--- config.mk ---
export PLATFORM = sky130hd
export DESIGN_NAME = m_divider
export DESIGN_NICKNAME = d
export VERILOG_FILES = /design/src/rtl/m_divider.sv
export SDC_FILE = /design/constraint.sdc
export NUM_CORES = 1
export LEC_CHECK = 0
export BUFFER_PORTS_ARGS = -buffer_cell sky130_fd_sc_hd__buf_2
export CELL_PAD_IN_SITES_DETAIL_PLACEMENT = 0
export CELL_PAD_IN_SITES_GLOBAL_PLACEMENT = 1
export CORE_UTILIZATION = 35
export CTS_BUF_LIST = sky130_fd_sc_hd__clkbuf_4
export CTS_CLUSTER_SIZE = 12
export DETAILED_ROUTE_END_ITERATION = 7
export PLACE_DENSITY = 0.74
export REMOVE_ABC_BUFFERS = 1
export SLEW_MARGIN = 20
export SYNTH_ARGS = -nofsm -noshare
export SYNTH_HDL_FRONTEND = slang
export SYNTH_SLANG_ARGS = --single-unit
--- constraint.sdc ---
create_clock -name clk -period 11.75 [get_ports clk]
set_input_delay 1.175 -clock clk [delete_from_list [all_inputs] [get_ports clk]]
set_output_delay 1.175 -clock clk [all_outputs]
set_load 0.05 [all_outputs]
--- src/rtl/m_divider.sv ---
`default_nettype none
// ============================================================================
//  Module   : m_divider
//  Purpose  : Iterative radix-2 restoring divider for RV32M DIV/DIVU/REM/REMU.
//             Sits in EX beside the multiplier, holds busy_o while working and
//             returns the result with a one-cycle done_o pulse.
//  Ports    : clk          clock, rising edge
//             rst          asynchronous active-high reset
//             start_i      request, sampled only while idle
//             flush_i      abort the in-flight operation
//             rs1_data_i   dividend
//             rs2_data_i   divisor
//             funct3_i     100 div, 101 divu, 110 rem, 111 remu (others = divu)
//             busy_o       high whenever the unit is not idle
//             done_o       one-cycle pulse, div_out_o valid in that cycle
//             div_out_o    quotient or remainder, held until the next result
//  Revision : 1.0  initial release
// ============================================================================
module m_divider #(
   parameter int WIDTH = 32
) (
   input  logic             clk,
   input  logic             rst,
   input  logic             start_i,
   input  logic             flush_i,
   input  logic [WIDTH-1:0] rs1_data_i,
   input  logic [WIDTH-1:0] rs2_data_i,
   input  logic [2:0]       funct3_i,
   output logic             busy_o,
   output logic             done_o,
   output logic [WIDTH-1:0] div_out_o
);

   localparam int         CW        = $clog2(WIDTH + 1);
   localparam logic [2:0] c_F3_DIV  = 3'b100;
   localparam logic [2:0] c_F3_REM  = 3'b110;
   localparam logic [2:0] c_F3_REMU = 3'b111;

   typedef enum logic [1:0] {
      S_IDLE = 2'd0,
      S_CALC = 2'd1,
      S_FIX  = 2'd2,
      S_DONE = 2'd3
   } state_t;

   state_t           state_q, state_d;
   logic [CW-1:0]    cnt_q, cnt_d;
   logic [WIDTH-1:0] rem_q, rem_d;       // partial remainder R
   logic [WIDTH-1:0] quo_q, quo_d;       // dividend shifting out, quotient shifting in
   logic [WIDTH-1:0] dvsr_q, dvsr_d;     // divisor magnitude
   logic             neg_quo_q, neg_quo_d;
   logic             neg_rem_q, neg_rem_d;
   logic             sel_rem_q, sel_rem_d;
   logic [WIDTH-1:0] div_out_q, div_out_d;

   // Operand decode, only meaningful in the start cycle
   logic             w_signed, w_is_rem, w_a_neg, w_b_neg, w_div0, w_ovf;
   logic [WIDTH-1:0] w_a_abs, w_b_abs, w_special;
   logic [WIDTH:0]   w_trial;

   assign w_signed = (funct3_i == c_F3_DIV) || (funct3_i == c_F3_REM);
   assign w_is_rem = (funct3_i == c_F3_REM) || (funct3_i == c_F3_REMU);
   assign w_a_neg  = w_signed & rs1_data_i[WIDTH-1];
   assign w_b_neg  = w_signed & rs2_data_i[WIDTH-1];
   // |0x8000_0000| stays 0x8000_0000, which is correct read as unsigned
   assign w_a_abs  = w_a_neg ? -rs1_data_i : rs1_data_i;
   assign w_b_abs  = w_b_neg ? -rs2_data_i : rs2_data_i;
   assign w_div0   = (rs2_data_i == '0);
   assign w_ovf    = w_signed && (rs1_data_i == {1'b1, {(WIDTH-1){1'b0}}})
                              && (rs2_data_i == '1);

   always_comb begin
      w_special = '0;
      if (w_div0) begin
         w_special = w_is_rem ? rs1_data_i : '1;
      end else if (w_ovf) begin
         w_special = w_is_rem ? '0 : {1'b1, {(WIDTH-1){1'b0}}};
      end
   end

   // Shift the next dividend bit into R and try to subtract; the extra MSB
   // of the shifted value is why the trial is WIDTH+1 bits wide.
   assign w_trial = {rem_q, quo_q[WIDTH-1]} - {1'b0, dvsr_q};

   always_ff @(posedge clk or posedge rst) begin
      if (rst) begin
         state_q   <= S_IDLE;
         cnt_q     <= '0;
         rem_q     <= '0;
         quo_q     <= '0;
         dvsr_q    <= '0;
         neg_quo_q <= 1'b0;
         neg_rem_q <= 1'b0;
         sel_rem_q <= 1'b0;
         div_out_q <= '0;
      end else begin
         state_q   <= state_d;
         cnt_q     <= cnt_d;
         rem_q     <= rem_d;
         quo_q     <= quo_d;
         dvsr_q    <= dvsr_d;
         neg_quo_q <= neg_quo_d;
         neg_rem_q <= neg_rem_d;
         sel_rem_q <= sel_rem_d;
         div_out_q <= div_out_d;
      end
   end

   always_comb begin
      state_d   = state_q;
      cnt_d     = cnt_q;
      rem_d     = rem_q;
      quo_d     = quo_q;
      dvsr_d    = dvsr_q;
      neg_quo_d = neg_quo_q;
      neg_rem_d = neg_rem_q;
      sel_rem_d = sel_rem_q;
      div_out_d = div_out_q;

      case (state_q)
         S_IDLE: begin
            // flush wins over a start arriving in the same cycle
            if (start_i && !flush_i) begin
               sel_rem_d = w_is_rem;
               neg_quo_d = w_a_neg ^ w_b_neg;
               neg_rem_d = w_a_neg;
               dvsr_d    = w_b_abs;
               quo_d     = w_a_abs;
               rem_d     = '0;
               cnt_d     = '0;
               if (w_div0 || w_ovf) begin
                  div_out_d = w_special;
                  state_d   = S_DONE;
               end else begin
                  state_d   = S_CALC;
               end
            end
         end
         S_CALC: begin
            if (flush_i) begin
               state_d = S_IDLE;
            end else begin
               if (!w_trial[WIDTH]) begin
                  rem_d = w_trial[WIDTH-1:0];
                  quo_d = {quo_q[WIDTH-2:0], 1'b1};
               end else begin
                  // restore: a failed trial implies the shifted R fits WIDTH bits
                  rem_d = {rem_q[WIDTH-2:0], quo_q[WIDTH-1]};
                  quo_d = {quo_q[WIDTH-2:0], 1'b0};
               end
               cnt_d = cnt_q + CW'(1);
               if (cnt_q == CW'(WIDTH - 1)) begin
                  state_d = S_FIX;
               end
            end
         end
         S_FIX: begin
            if (flush_i) begin
               state_d = S_IDLE;
            end else begin
               if (sel_rem_q) begin
                  div_out_d = neg_rem_q ? -rem_q : rem_q;
               end else begin
                  div_out_d = neg_quo_q ? -quo_q : quo_q;
               end
               state_d = S_DONE;
            end
         end
         S_DONE: begin
            state_d = S_IDLE;
         end
         default: begin
            state_d = S_IDLE;
         end
      endcase
   end

   assign busy_o    = (state_q != S_IDLE);
   assign done_o    = (state_q == S_DONE) && !flush_i;
   assign div_out_o = div_out_q;

endmodule
`default_nettype wire

==> results by group <==
Outcome
  • Status: complete, no violations

Placed design
  • Final HPWL DP: approximately 24,000 µm
  • Dpl cells: 1,842
  • RePlAce Congestion: about 0.9
  • IO Port Bufs: 104

Clocking
  • Clock latency on the worst-skew pair: 0.57 ns
  • CTS H-tree depth: 4
  • Max Buffers Root-to-Sink: 2
  • Clock sink total: 139
  • Post-cts sizing count: 0
  • CTS buffer count: 17
  • Number of hold buffers added after CTS: 0
  • Clock tree from TritonCTS: yes
  • Root Buffer: clkbuf_4
  • Clock-pin slew on the worst setup and hold paths: 0.12 ns
  • Setup bufs post-CTS: 0

STA
  • FMAX: 249.6 MHz
  • RSZ-0062 raised after global routing: false
  • Setup-failing EPs final: 0
  • TNS Setup: 0 ns
  • Tightest Pin Transition: about 1.1 ns
  • Fin crit period: 4.007 ns
  • Final period utilization: between 30% and 40%
  • Worst Hold Slack: 0.4910 ns
  • Final Slew Violations: 0
  • Hold Violations, Final: 0
  • Worst slew margin: between 20% and 30%
  • Clk_skew: between 0.02 and 0.025 ns

Logic synthesis
  • Cell variety after synth: 74
  • Ys flop type: dfrtp_1
  • Largest family of logic cells by synthesized area: compound AO/OA/AOI/OAI gates
  • Ys async rst share: between 90% and 100%
  • Post-synth design cell area: between 10,000 and 15,000 µm²
  • Post-Synth XOR/XNOR Area: between 10% and 20%
  • Post-synthesis simple-gate area fraction: about a fifth
  • Post-synthesis mux area share: approximately 3.0%
  • Number of synthesized flops with an enable pin: 0
  • Yosys warns: 0
  • Synth Instances: around 1,400
  • Complex-gate fraction of the synthesized area: 24.09%
  • Post-Synth Adder-Cell Area: approximately 4.5%
  • Mean area per synthesized cell: 7.762 µm²
  • FF+latch count, synth: between 100 and 150
  • Seq/Total Area, Yosys: around a third

Finish
  • Final cell count without fillers: roughly 1,900
  • Layout cells sized above 1: 11.85%
  • Area delta synth->final: 10.86%
  • Register Area: between 3000 and 4000 µm²
  • Fin nets: 1,575
  • Multi-input logic area: 6947 µm²
  • FILL cells: between 3,000 and 4,000

Floorplanning
  • Starting density of the core: 35.63%
  • Die X-Extent: 178.5 µm
  • Core area: just over 30,000 µm²
  • Die area: ~32,000 µm²
  • # rows: between 60 and 70
  • Die Span Y: approximately 180 µm
  • IO Count: 105

Global routing
  • GR Overflow Total: 0
  • Pin count of the biggest net entering global routing: 74
  • First-pass GRT wire length: about 51,000 µm
  • GR Util All Layers: roughly a fifth
  • Vias in the first global route: ~9,300
  • Antenna violations before repair: 1

Worst setup path
  • Most used cell, CP: o21ai_0
  • Worst Path Arrival: ~4.4 ns
  • CP Launch Point: quo_q[31]
  • CP Max Fanout: 37
  • Slowest cell on crit path: o41a_1
  • CP peak stage delay: 0.52 ns
  • Startpoint Class: flip-flop
  • Worst r2r src: quo_q[31]
  • R2r worst-path depth: 13
  • Reg2Reg Capture Point: rem_q[15]
  • CP Cell Sequence: inv_1 > ha_1 > fa_1 > nand2b_1 > a21o_1 > a211oi_1 > o21ai_0 > o41a_1 > a311o_1 > o211ai_1 > buf_4 > mux2i_1 > o21ai_0
  • CP endpoint kind: flip-flop
  • Critical path class: reg -> reg
  • CP Data Required Time: about 12 ns
  • Flop-to-flop setup slack: 7.74 ns

Route
  • Routed WL: ~31,000 µm
  • Drt pass-1 iters: 5
  • Vias: between 10,000 and 15,000
  • # DRC: 0
  • Remaining antenna violation count: 0
  • Iteration-0 DRC Markers: ~700
  • Drt via density: ~5.4
  • Routed len/inst: roughly 17 µm

Power
  • P_leak: about 0.0052 µW
  • PwrDens: 191.2 nW/µm²
  • Pwr Total: 2310 µW
  • Worst IR Drop VDD: 110.9 µV

Min path
  • WHS Endpoint: div_out_o[16]
  • Hold Path Class: reg -> reg
  • Hold Path Cell Cnt: 2
  • Hold_sp: div_out_o[16]

Run
  • Max Cap Viol: 0
worst max-delay path by stage:
stage / depth (start not counted) / slack [ns] / end
finish: 13 / 7.74 / rem_q[15]
global route: 13 / 7.44 / rem_q[11]
CTS: 13 / 7.70 / rem_q[15]
detailed placement: 11 / 7.37 / div_out_o[18]
global placement: 11 / 7.56 / div_out_o[19]
floorplan: 9 / 5.71 / div_out_o[17]
cells in the final DEF (no fill, tap or decap), types with 5 or more instances in the layout:
master    count
or2_2         6
xnor2_1      72
buf_2       104
o311ai_0      5
nand4_1      17
nor2_1      125
a21o_1       13
nor3_1       15
o31ai_1      27
nand3_1      16
a22oi_1       6
dfrtp_1     139
nand2_1     192
inv_1        60
a31oi_1       9
nor4_1       10
o41ai_1      12
mux2i_1      32
a211oi_1     11
a21oi_1     127
o21a_1        5
buf_4        13
nor2b_1       6
o22ai_1       9
or3_1        19
o211ai_1     11
and2_1        8
o21bai_1      5
clkbuf_4     17
or4_1         9
nand2b_1     14
xor2_1       69
o21ai_0     177
ha_1         38
report_power, final:
| group | switching (µW) | internal [µW] |
|---|---|---|
| sequential | 158 | 569 |
| combinational | 703 | 526 |
| clock | 189 | 165 |
synthesized netlist by cell type (4+ instances only):
cell       instances  area (µm²)
nand2_1          192       720.7
o21ai_0          177       885.9
dfrtp_1          139        3478
a21oi_1          127       635.6
nor2_1           126       473.0
xnor2_1           72       630.6
xor2_1            69       604.3
clkbuf_1          65       244.0
inv_1             61       229.0
ha_1              38       475.5
mux2i_1           32       320.3
o31ai_1           28       210.2
or3_1             19       118.9
nand4_1           17       106.4
nand3_1           16       80.08
nor3_1            16       80.08
nand2b_1          14       87.58
a21o_1            13       97.59
o41ai_1           12       105.1
a211oi_1          11       82.58
o211ai_1          11       82.58
nor4_1            10       62.56
a31oi_1            9       56.30
o22ai_1            9       56.30
or4_1              9       67.56
and2_1             8       50.05
nor2b_1            8       50.05
a22oi_1            6       45.04
or2_2              6       37.54
buf_1              5       18.77
o21a_1             5       37.54
o21bai_1           5       37.54
o311ai_0           5       43.79
a2bb2oi_1          4       35.03
nand3b_1           4       30.03
logic make-up after synthesis:
logic type | Yosys count
AO/OA/AOI/OAI | 444
XOR/XNOR | 141
adder cells (fa/ha/maj) | 39
buffers and inverters | 136
flip-flops | 139
multiplexers | 33
AND/OR/NAND/NOR | 472
routing by layer:
metal  global-route usage (%)  share of wire, %  vias up  wire (µm)
li1                         -                 -     5085          -
met1                    30.05                50     4694      15870
met2                    31.59                44      251      13820
met3                    2.600               4.5       29       1403
met4                    4.237               1.1        0        360
met5                        0                 0        -          0
final cells by class:
type,count,area share [%]
well taps,396,4.101
multi-input cells,1129,57.50
repair buffers,117,5.116
diodes,1,0.02071
flip-flops and latches,139,28.79
clock inverters,14,1.481
inverters,61,1.937
clock buffers,17,1.056
critical path, delay by kind of cell (launching register included):
kind,cells,cell delay [ns]
adders and majority gates,2,0.64
AOI/OAI and AO/OA,7,1.80
DFF,1,0.37
and+or+nand+nor,1,0.19
muxes,1,0.24
buffers and inverters,2,0.62
per-stage QoR:
stage	instance area, µm²	util [%]	worst slack [ns]
finish	12080	39.50	7.743
floorplan	10600	-	5.708
CTS	12080	39.49	7.701
global placement	11770	38.49	7.556
detailed placement	11770	38.49	7.374
global route	12080	39.50	7.440
state kept, by name, summed over array words and instances, names as in the netlist:
| name | cells |
|---|---|
| dvsr_q | 32 |
| neg_quo_q | 1 |
| div_out_o | 32 |
| rem_q | 32 |
| state_q | 2 |
| neg_rem_q | 1 |
| quo_q | 32 |
| cnt_q | 6 |
| sel_rem_q | 1 |
Power figures use the tool's default switching activity.
